$ cat config.mk
export PLATFORM = sky130hd
export DESIGN_NAME = codec_tx
export DESIGN_NICKNAME = d
export VERILOG_FILES = /design/src/rtl/codec_tx.sv
export SDC_FILE = /design/constraint.sdc
export NUM_CORES = 1
export LEC_CHECK = 0
export CAP_MARGIN = 20
export CELL_PAD_IN_SITES_DETAIL_PLACEMENT = 1
export CELL_PAD_IN_SITES_GLOBAL_PLACEMENT = 1
export CORE_ASPECT_RATIO = 1.75
export CORE_MARGIN = 2
export CORE_UTILIZATION = 41
export DETAILED_ROUTE_END_ITERATION = 8
export PLACE_DENSITY = 0.7
export SLEW_MARGIN = 30
export SYNTH_ARGS = -nofsm -noshare
export SYNTH_HDL_FRONTEND = slang
export SYNTH_SLANG_ARGS = --single-unit
$ cat constraint.sdc
create_clock -name clk -period 2.4 [get_ports clk]
set_input_delay 0.48 -clock clk [delete_from_list [all_inputs] [get_ports clk]]
set_output_delay 0.48 -clock clk [all_outputs]
set_load 0.005 [all_outputs]
$ cat src/rtl/codec_tx.sv
// codec_tx: CS4272 serial audio transmitter.
// Generates MCLK/SCLK/LRCLK from a free-running frame counter, sequences the
// codec out of reset, double-buffers one stereo pair and shifts it out
// left-justified, MSB first, once per 1024-clk frame.
//
// state | meaning
// ------+-----------------------------------------------------------
// HOLD  | codec held in reset (RSTn=0), silence shifted out
// MUTE  | codec released, one frame of silence while it wakes up
// RUN   | every frame loads the held pair, or repeats the last one
module codec_tx (
    input  logic        clk,
    input  logic        rst_n,
    input  logic [15:0] lft_in,
    input  logic [15:0] rht_in,
    input  logic        vld,
    output logic        MCLK,
    output logic        SCLK,
    output logic        LRCLK,
    output logic        SDin,
    output logic        RSTn,
    output logic        frm_strt,
    output logic        underrun,
    output logic        overrun
);

    typedef enum logic [1:0] {HOLD, MUTE, RUN} state_t;

    state_t      state;
    state_t      state_nxt;
    logic [9:0]  cnt;
    logic [9:0]  cnt_nxt;
    logic        lrclk_q;
    logic        rstn_q;
    logic [31:0] hold;
    logic [31:0] last;
    logic [31:0] sh;
    logic        full;
    logic        load;
    logic        shift;
    logic        run_load;
    logic        consume;

    assign cnt_nxt = cnt + 10'd1;
    assign load    = (cnt == 10'd1023);
    assign shift   = (cnt[4:0] == 5'd31) && !load;
    assign consume = run_load && full;

    // LRCLK and RSTn get their own flops so every codec pin comes straight
    // from a register with no gating in front of it.
    assign MCLK  = cnt[1];
    assign SCLK  = cnt[4];
    assign LRCLK = lrclk_q;
    assign SDin  = sh[31];
    assign RSTn  = rstn_q;

    // Sequencer state register.
    always_ff @(posedge clk or negedge rst_n) begin
        if (!rst_n) begin
            state <= HOLD;
        end else begin
            state <= state_nxt;
        end
    end

    // Sequencer next state; the MUTE->RUN edge is already a data load.
    always_comb begin
        state_nxt = state;
        run_load  = 1'b0;
        if (load) begin
            case (state)
                HOLD: state_nxt = MUTE;
                MUTE: begin
                    state_nxt = RUN;
                    run_load  = 1'b1;
                end
                RUN:  run_load = 1'b1;
                default: state_nxt = HOLD;
            endcase
        end
    end

    // Frame counter and registered codec clock/reset pins.
    always_ff @(posedge clk or negedge rst_n) begin
        if (!rst_n) begin
            cnt     <= '0;
            lrclk_q <= 1'b1;
            rstn_q  <= 1'b0;
        end else begin
            cnt     <= cnt_nxt;
            lrclk_q <= ~cnt_nxt[9];
            rstn_q  <= (state_nxt != HOLD);
        end
    end

    // Transmit shifter: load on frame boundary, shift once per bit slot.
    always_ff @(posedge clk or negedge rst_n) begin
        if (!rst_n) begin
            sh   <= '0;
            last <= '0;
        end else if (load) begin
            if (!run_load) begin
                sh <= '0;
            end else if (full) begin
                sh   <= hold;
                last <= hold;
            end else begin
                sh <= last;
            end
        end else if (shift) begin
            sh <= {sh[30:0], 1'b0};
        end
    end

    // Holding register: a write on the load edge lands after the load
    // has taken the old contents, so it stays full for the next frame.
    always_ff @(posedge clk or negedge rst_n) begin
        if (!rst_n) begin
            hold <= '0;
            full <= 1'b0;
        end else if (vld) begin
            hold <= {lft_in, rht_in};
            full <= 1'b1;
        end else if (consume) begin
            full <= 1'b0;
        end
    end

    // Status pulses, one clk wide after the triggering edge.
    always_ff @(posedge clk or negedge rst_n) begin
        if (!rst_n) begin
            frm_strt <= 1'b0;
            underrun <= 1'b0;
            overrun  <= 1'b0;
        end else begin
            frm_strt <= load;
            underrun <= run_load && !full;
            overrun  <= vld && full && !consume;
        end
    end

endmodule
# [Yosys cells after proc, flatten, opt, wreduce, memory -nomap -nowiden]
# Cells that the tools add are included.
[classes] n_shift=0 n_reduce_logical=14 add_sub_neg=1 multipliers=0 magnitude_cmp=0 n_bitwise=1 eq_ne=4 div=0 n_mux=10
[ops] cell="2-to-1 mux 32 bit" count=4
[ops] cell="adder 10 x 1 -> 10 bit (second input constant)" count=1
[ops] cell="== test 10 bit (second input constant)" count=1
[ops] cell="one-hot mux 2 bit (3 select lines)" count=1
[ops] cell="nonzero test 2 bit" count=3
[ops] cell="== test 5 bit (second input constant)" count=1
[ops] cell="logical AND 1 bit" count=5
[ops] cell="2-to-1 mux 1 bit" count=4
[ops] cell="zero test 1 bit" count=3
[ops] cell="== test 2 x 1 -> 1 bit (second input constant)" count=1
[ops] cell="== test 2 bit (second input constant)" count=1
[ops] cell="zero test 2 bit" count=1
[ops] cell="2-to-1 mux 2 bit" count=1
[ops] cell="AND reduction 2 bit" count=1
[ops] cell="OR reduction 2 bit" count=1
[ops] cell="inverter 1 bit" count=1
[word_totals] ramBits=0 wordCells=41 mem_bits_ro=0 latch_bits=0 mem_count=0 ff_bits=114

# [Longest topological paths before layout]
[logic_depth] word_depth=7 depth_mapped=8

# [Worst setup path after synthesis]
# OpenSTA, ideal clock, no wires.
[synth_path] path_kind="reg-to-reg" from="register cnt[1]" to="register sh[11]" setup_ns=0.126 t_arrival_ns=1.818 slack_ns=0.456 period_less_slack_ns=1.944 path_buffers=3 stages_incl_launch_ff=9 cell_sequence="dfrtp_1 > ha_1 > and3_1 > buf_6 > ha_1 > buf_2 > clkbuf_1 > mux2i_1 > mux2i_1"
[synth_between] elab_chain_cells=4 elab_cells_between_ends=8 classes_between="2 x eq/ne; 3 x mux; 3 x reduce/logical"
[synth_lines] element="start: declaration" line_no="31" text="logic [9:0] cnt;"
[synth_lines] element="start signal: assignment" line_no="90" text="cnt <= cnt_nxt;"
[synth_lines] element="== test 10 bit" line_no="45" text="assign load = (cnt == 10'd1023);"
[synth_lines] element="2-to-1 mux 1 bit / zero test 1 bit (equally long branches)" line_no="70, 46"
[synth_lines] element="2-to-1 mux 32 bit / logical AND 1 bit (equally long branches)" line_no="102, 46"
[synth_lines] element="2-to-1 mux 32 bit / nonzero test 2 bit (equally long branches)"
[synth_lines] element="end signal: assignment" line_no="105" text="sh <= hold;"
[synth_lines] element="end signal: assignment" line_no="108" text="sh <= last;"
[synth_lines] element="end signal: assignment" line_no="111" text="sh <= {sh[30:0], 1'b0};"
[synth_lines] element="end: declaration" line_no="37" text="logic [31:0] sh;"
# Parallel ways exist; a longest one is shown, timed or not.
# A chain may end at the register's enable or synchronous reset.

# [Worst setup path after layout]
[layout_path] from="register cnt[0]" to="register last[10]"
[layout_between] elab_chain_cells=3
[layout_lines] element="== test 10 bit *" line_no="45"
[layout_lines] element="2-to-1 mux 1 bit" line_no="70" text="if (load) begin"
[layout_lines] element="AND reduction 2 bit (no line) *"
[layout_lines] element="end signal: assignment" line_no="106" text="last <= hold;"
[layout_lines] element="end: declaration" line_no="36" text="logic [31:0] last;"
# Every way passes the cells marked *; elsewhere a longest branch is shown, timed or not.

==> metrics.txt <==
# TYPE chip_impl_metric gauge
chip_impl_info{name="run_status",value="complete, no violations"} 1
chip_impl_metric{name="layout-drive-gt1-share",unit=""} 0.3411
chip_impl_metric{name="report.final.hold_viol_count",unit=""} 0
chip_impl_metric{name="cts_inserted_buffers",unit=""} 17
chip_impl_metric{name="relSlewSlack",unit=""} 0.6185
chip_impl_metric{name="ir_drop",unit="mV"} 0.4087
chip_impl_metric{name="ys_warn_count",unit=""} 0
chip_impl_metric{name="core_region_area",unit="mm^2"} 0.01250
chip_impl_info{name="endpoint_kind",value="register"} 1
chip_impl_info{name="setup_repair_after_global_routing_missed_its_margin",value="false"} 1
chip_impl_metric{name="i_o_pin_count",unit=""} 43
chip_impl_metric{name="synth_seq_cells",unit=""} 114
chip_impl_metric{name="pre_repair_dr_iteration_count",unit=""} 3
chip_impl_metric{name="required_arrival_time_at_the_worst_endpoint",unit="ps"} 2690
chip_impl_metric{name="fin_tns_setup",unit="ps"} 0
chip_impl_metric{name="synth_cell_types",unit=""} 26
chip_impl_metric{name="post_synth.cell_area_avg",unit="um^2"} 14.27
chip_impl_metric{name="seq_area_frac_synth",unit=""} 0.5421
chip_impl_metric{name="worst_pin_slew",unit="ps"} 572.2
chip_impl_metric{name="diodes",unit=""} 0
chip_impl_metric{name="final.setup_skew",unit="ps"} 9.048
chip_impl_metric{name="fp.dieH",unit="um"} 153.9
chip_impl_metric{name="die_width",unit="um"} 89.66
chip_impl_metric{name="design_area",unit="mm^2"} 0.006436
chip_impl_info{name="tritoncts",value="done"} 1
chip_impl_metric{name="detail_route.wl_per_cell",unit="um"} 17.41
chip_impl_metric{name="post_synthesis_to_final_layout_area_growth",unit="%"} 22.24
chip_impl_metric{name="place_area",unit="mm^2"} 0.005813
chip_impl_info{name="clock-root-buffer",value="sky130_fd_sc_hd__clkbuf_16"} 1
chip_impl_metric{name="routed_wl",unit="um"} 10380
chip_impl_metric{name="vias_per_cell",unit=""} 5.030
chip_impl_metric{name="h-tree-depth",unit=""} 4
chip_impl_info{name="startpoint_to_endpoint_class_of_the_critical_path",value="register to register"} 1
chip_impl_info{name="worst_min_delay_path_class",value="input port to asynchronous set/reset pin"} 1
chip_impl_metric{name="finalCoreUtilization",unit=""} 0.5149
chip_impl_metric{name="synthesis.instances",unit=""} 369
chip_impl_metric{name="clk-insertion-delay-late",unit="ps"} 410
chip_impl_metric{name="largest_net_degree_at_the_start_of_global_routing",unit=""} 42
chip_impl_metric{name="multi_input_comb_area",unit="mm^2"} 0.002205
chip_impl_metric{name="cts.hold.buffers_added",unit=""} 0
chip_impl_info{name="critPathLaunchType",value="register"} 1
chip_impl_metric{name="timing.final.setup_violations",unit=""} 0
chip_impl_metric{name="final_clock_period_utilization_by_the_worst_path",unit=""} 0.8390
chip_impl_metric{name="drtIter0Drc",unit=""} 102
chip_impl_metric{name="ant_nets",unit=""} 0
chip_impl_metric{name="netlist_area_before_placement",unit="mm^2"} 0.005265
chip_impl_metric{name="floorplan.die_area",unit="mm^2"} 0.01380
chip_impl_metric{name="worst_ep_arrival_time",unit="ps"} 2310
chip_impl_metric{name="max_cap_violations",unit=""} 0
chip_impl_metric{name="vias",unit=""} 2998
chip_impl_metric{name="row_count",unit=""} 54
chip_impl_metric{name="start_util",unit=""} 0.4212
chip_impl_metric{name="area.sequential",unit="mm^2"} 0.002854
chip_impl_metric{name="minimum_clock_period_after_layout",unit="ps"} 2014
chip_impl_metric{name="port_buffers",unit=""} 42
chip_impl_metric{name="wire_length_of_the_first_global_routing_pass",unit="um"} 17380
chip_impl_metric{name="final_max_slew_viol_count",unit=""} 0
chip_impl_metric{name="clock_sinks",unit=""} 114
chip_impl_metric{name="hpwl",unit="um"} 6391
chip_impl_metric{name="number_of_inserted_filler_cells_in_the_final_layout",unit=""} 1243
chip_impl_metric{name="groute.usage.overall",unit=""} 0.1674
chip_impl_metric{name="power_density_normalized_to_cell_area",unit="mW/mm^2"} 758.1
chip_impl_metric{name="gp_congestion",unit=""} 0.7126
chip_impl_metric{name="number_of_antenna_violations_at_the_first_check_in_global_routing",unit=""} 0
chip_impl_metric{name="first_global_vias",unit=""} 3502
chip_impl_metric{name="path_max_fanout",unit=""} 19
chip_impl_metric{name="synthesis.nets",unit=""} 407
chip_impl_metric{name="layout.nets",unit=""} 453
chip_impl_metric{name="post-cts-setup-buffers",unit=""} 0
chip_impl_metric{name="cts_max_path_buffers",unit=""} 2
chip_impl_metric{name="fmaxAchievable",unit="MHz"} 496.6
chip_impl_metric{name="leakage",unit="nW"} 2.977
chip_impl_metric{name="postCtsResizedCells",unit=""} 0
chip_impl_metric{name="worst_setup_hold_path_clk_slew",unit="ps"} 50
chip_impl_metric{name="grt.overflow.total",unit=""} 0
chip_impl_metric{name="drc_errors",unit=""} 0
[power by group]
group | leakage [nW] | internal [mW] | switching [mW]
logic | 1.17 | 0.143 | 0.0877
clock network | 0.315 | 1.76 | 0.864
registers | 1.49 | 1.98 | 0.0465
total | 2.98 | 3.88 | 0.998
[cell type report]
| cell class | instances | area share |
|---|---|---|
| inverter | 5 | 0.002916 |
| timing repair buffer | 52 | 0.08165 |
| multi-input combinational | 225 | 0.3425 |
| clock inverter | 10 | 0.02002 |
| clock buffer | 22 | 0.07679 |
| tap | 168 | 0.03266 |
| sequential | 114 | 0.4434 |
[final timing paths]
kind / from / endpoint / slack (ps) / cells after the start
max in group asynchronous: rst_n / LRCLK / 1680 / 2
min in group clk: cnt[6] / cnt[6] / 490 / 1
hold reg to reg: cnt[6] / cnt[6] / 490 / 1
setup reg to reg: cnt[0] / last[10] / 390 / 5
setup / recovery: cnt[0] / last[10] / 390 / 5
hold / removal: rst_n / cnt[0] / 50 / 1
[per-layer routing]
| metal | vias up | share of wire | global-route usage |
|---|---|---|---|
| met1 | 1565 | 0.38 | 0.1853 |
| met5 | - | 0 | 0 |
| li1 | 1377 | - | - |
| met3 | 19 | 0.027 | 0.04348 |
| met4 | 0 | 0.025 | 0.07818 |
| met2 | 37 | 0.56 | 0.2892 |
[cell families (layout without fill, tap and decap cells)]
family,count (synthesis),count (layout),share of synthesized area
fa+ha+maj,3,3,0.007130
compound gates,2,2,0.002139
buf+inv,30,89,0.03969
flops,114,114,0.5421
mux,162,162,0.3527
simple gates,50,50,0.04301
xor+xnor,8,8,0.01331
[metrics by stage]
stage               cells  total power, mW  hold slack, ps  setup slack [ps]
finish                596            4.879           49.49             386.4
global route          596            5.069           92.99             315.3
CTS                   596            4.947           69.70             376.1
detailed placement    564            2.295           481.7             391.1
global placement      564            2.285           447.6             514.9
floorplan             369            2.156           184.4             455.9
[critical path, cell delays in order, from the launching register on]
cell                      delay (ps)
sky130_fd_sc_hd__dfrtp_1         390
sky130_fd_sc_hd__ha_1            210
sky130_fd_sc_hd__and3_1          280
sky130_fd_sc_hd__and4_4          260
sky130_fd_sc_hd__buf_4           350
sky130_fd_sc_hd__mux2_2          390
[cells in the final DEF (no fill, tap or decap), types with 5 or more instances in the layout]
master	instances
sky130_fd_sc_hd__mux2_4	30
sky130_fd_sc_hd__xnor2_1	6
sky130_fd_sc_hd__nand2_1	35
sky130_fd_sc_hd__buf_4	8
sky130_fd_sc_hd__clkinv_2	6
sky130_fd_sc_hd__dfrtp_1	113
sky130_fd_sc_hd__clkbuf_16	17
sky130_fd_sc_hd__clkbuf_8	5
sky130_fd_sc_hd__clkdlybuf4s50_1	40
sky130_fd_sc_hd__mux2i_1	64
sky130_fd_sc_hd__mux2_2	68
sky130_fd_sc_hd__inv_1	5
[flip-flops by register name (all words and copies together) (netlist names)]
signal and flops:
LRCLK 1, RSTn 1, cnt 10, frm_strt 1
full 1, hold 32, last 32, overrun 1
sh 32, state 2, underrun 1
[cells in the mapped netlist]
master                     number  area (um^2)
sky130_fd_sc_hd__a21oi_1        1        5.000
sky130_fd_sc_hd__a31oi_1        1        6.260
sky130_fd_sc_hd__and3_1         2        12.51
sky130_fd_sc_hd__and4_1         1        8.760
sky130_fd_sc_hd__and4_2         1        10.01
sky130_fd_sc_hd__and4_4         1        11.26
sky130_fd_sc_hd__buf_12         3        60.06
sky130_fd_sc_hd__buf_2          8        40.04
sky130_fd_sc_hd__buf_4          4        30.03
sky130_fd_sc_hd__buf_6          3        33.78
sky130_fd_sc_hd__clkbuf_1       7        26.28
sky130_fd_sc_hd__dfrtp_1      113         2828
sky130_fd_sc_hd__dfstp_2        1        26.28
sky130_fd_sc_hd__ha_1           3        37.54
sky130_fd_sc_hd__inv_1          5        18.77
sky130_fd_sc_hd__mux2_2        68        765.7
sky130_fd_sc_hd__mux2_4        30        450.4
sky130_fd_sc_hd__mux2i_1       64        640.6
sky130_fd_sc_hd__nand2_1       35        131.4
sky130_fd_sc_hd__nand2b_1       1        6.260
sky130_fd_sc_hd__nand3_1        3        15.01
sky130_fd_sc_hd__nand4_1        2        12.51
sky130_fd_sc_hd__nor2_1         3        11.26
sky130_fd_sc_hd__nor3b_1        1        7.510
sky130_fd_sc_hd__xnor2_1        6        52.55
sky130_fd_sc_hd__xor2_1         2        17.52
No activity file was read; power rests on OpenSTA's default activity.
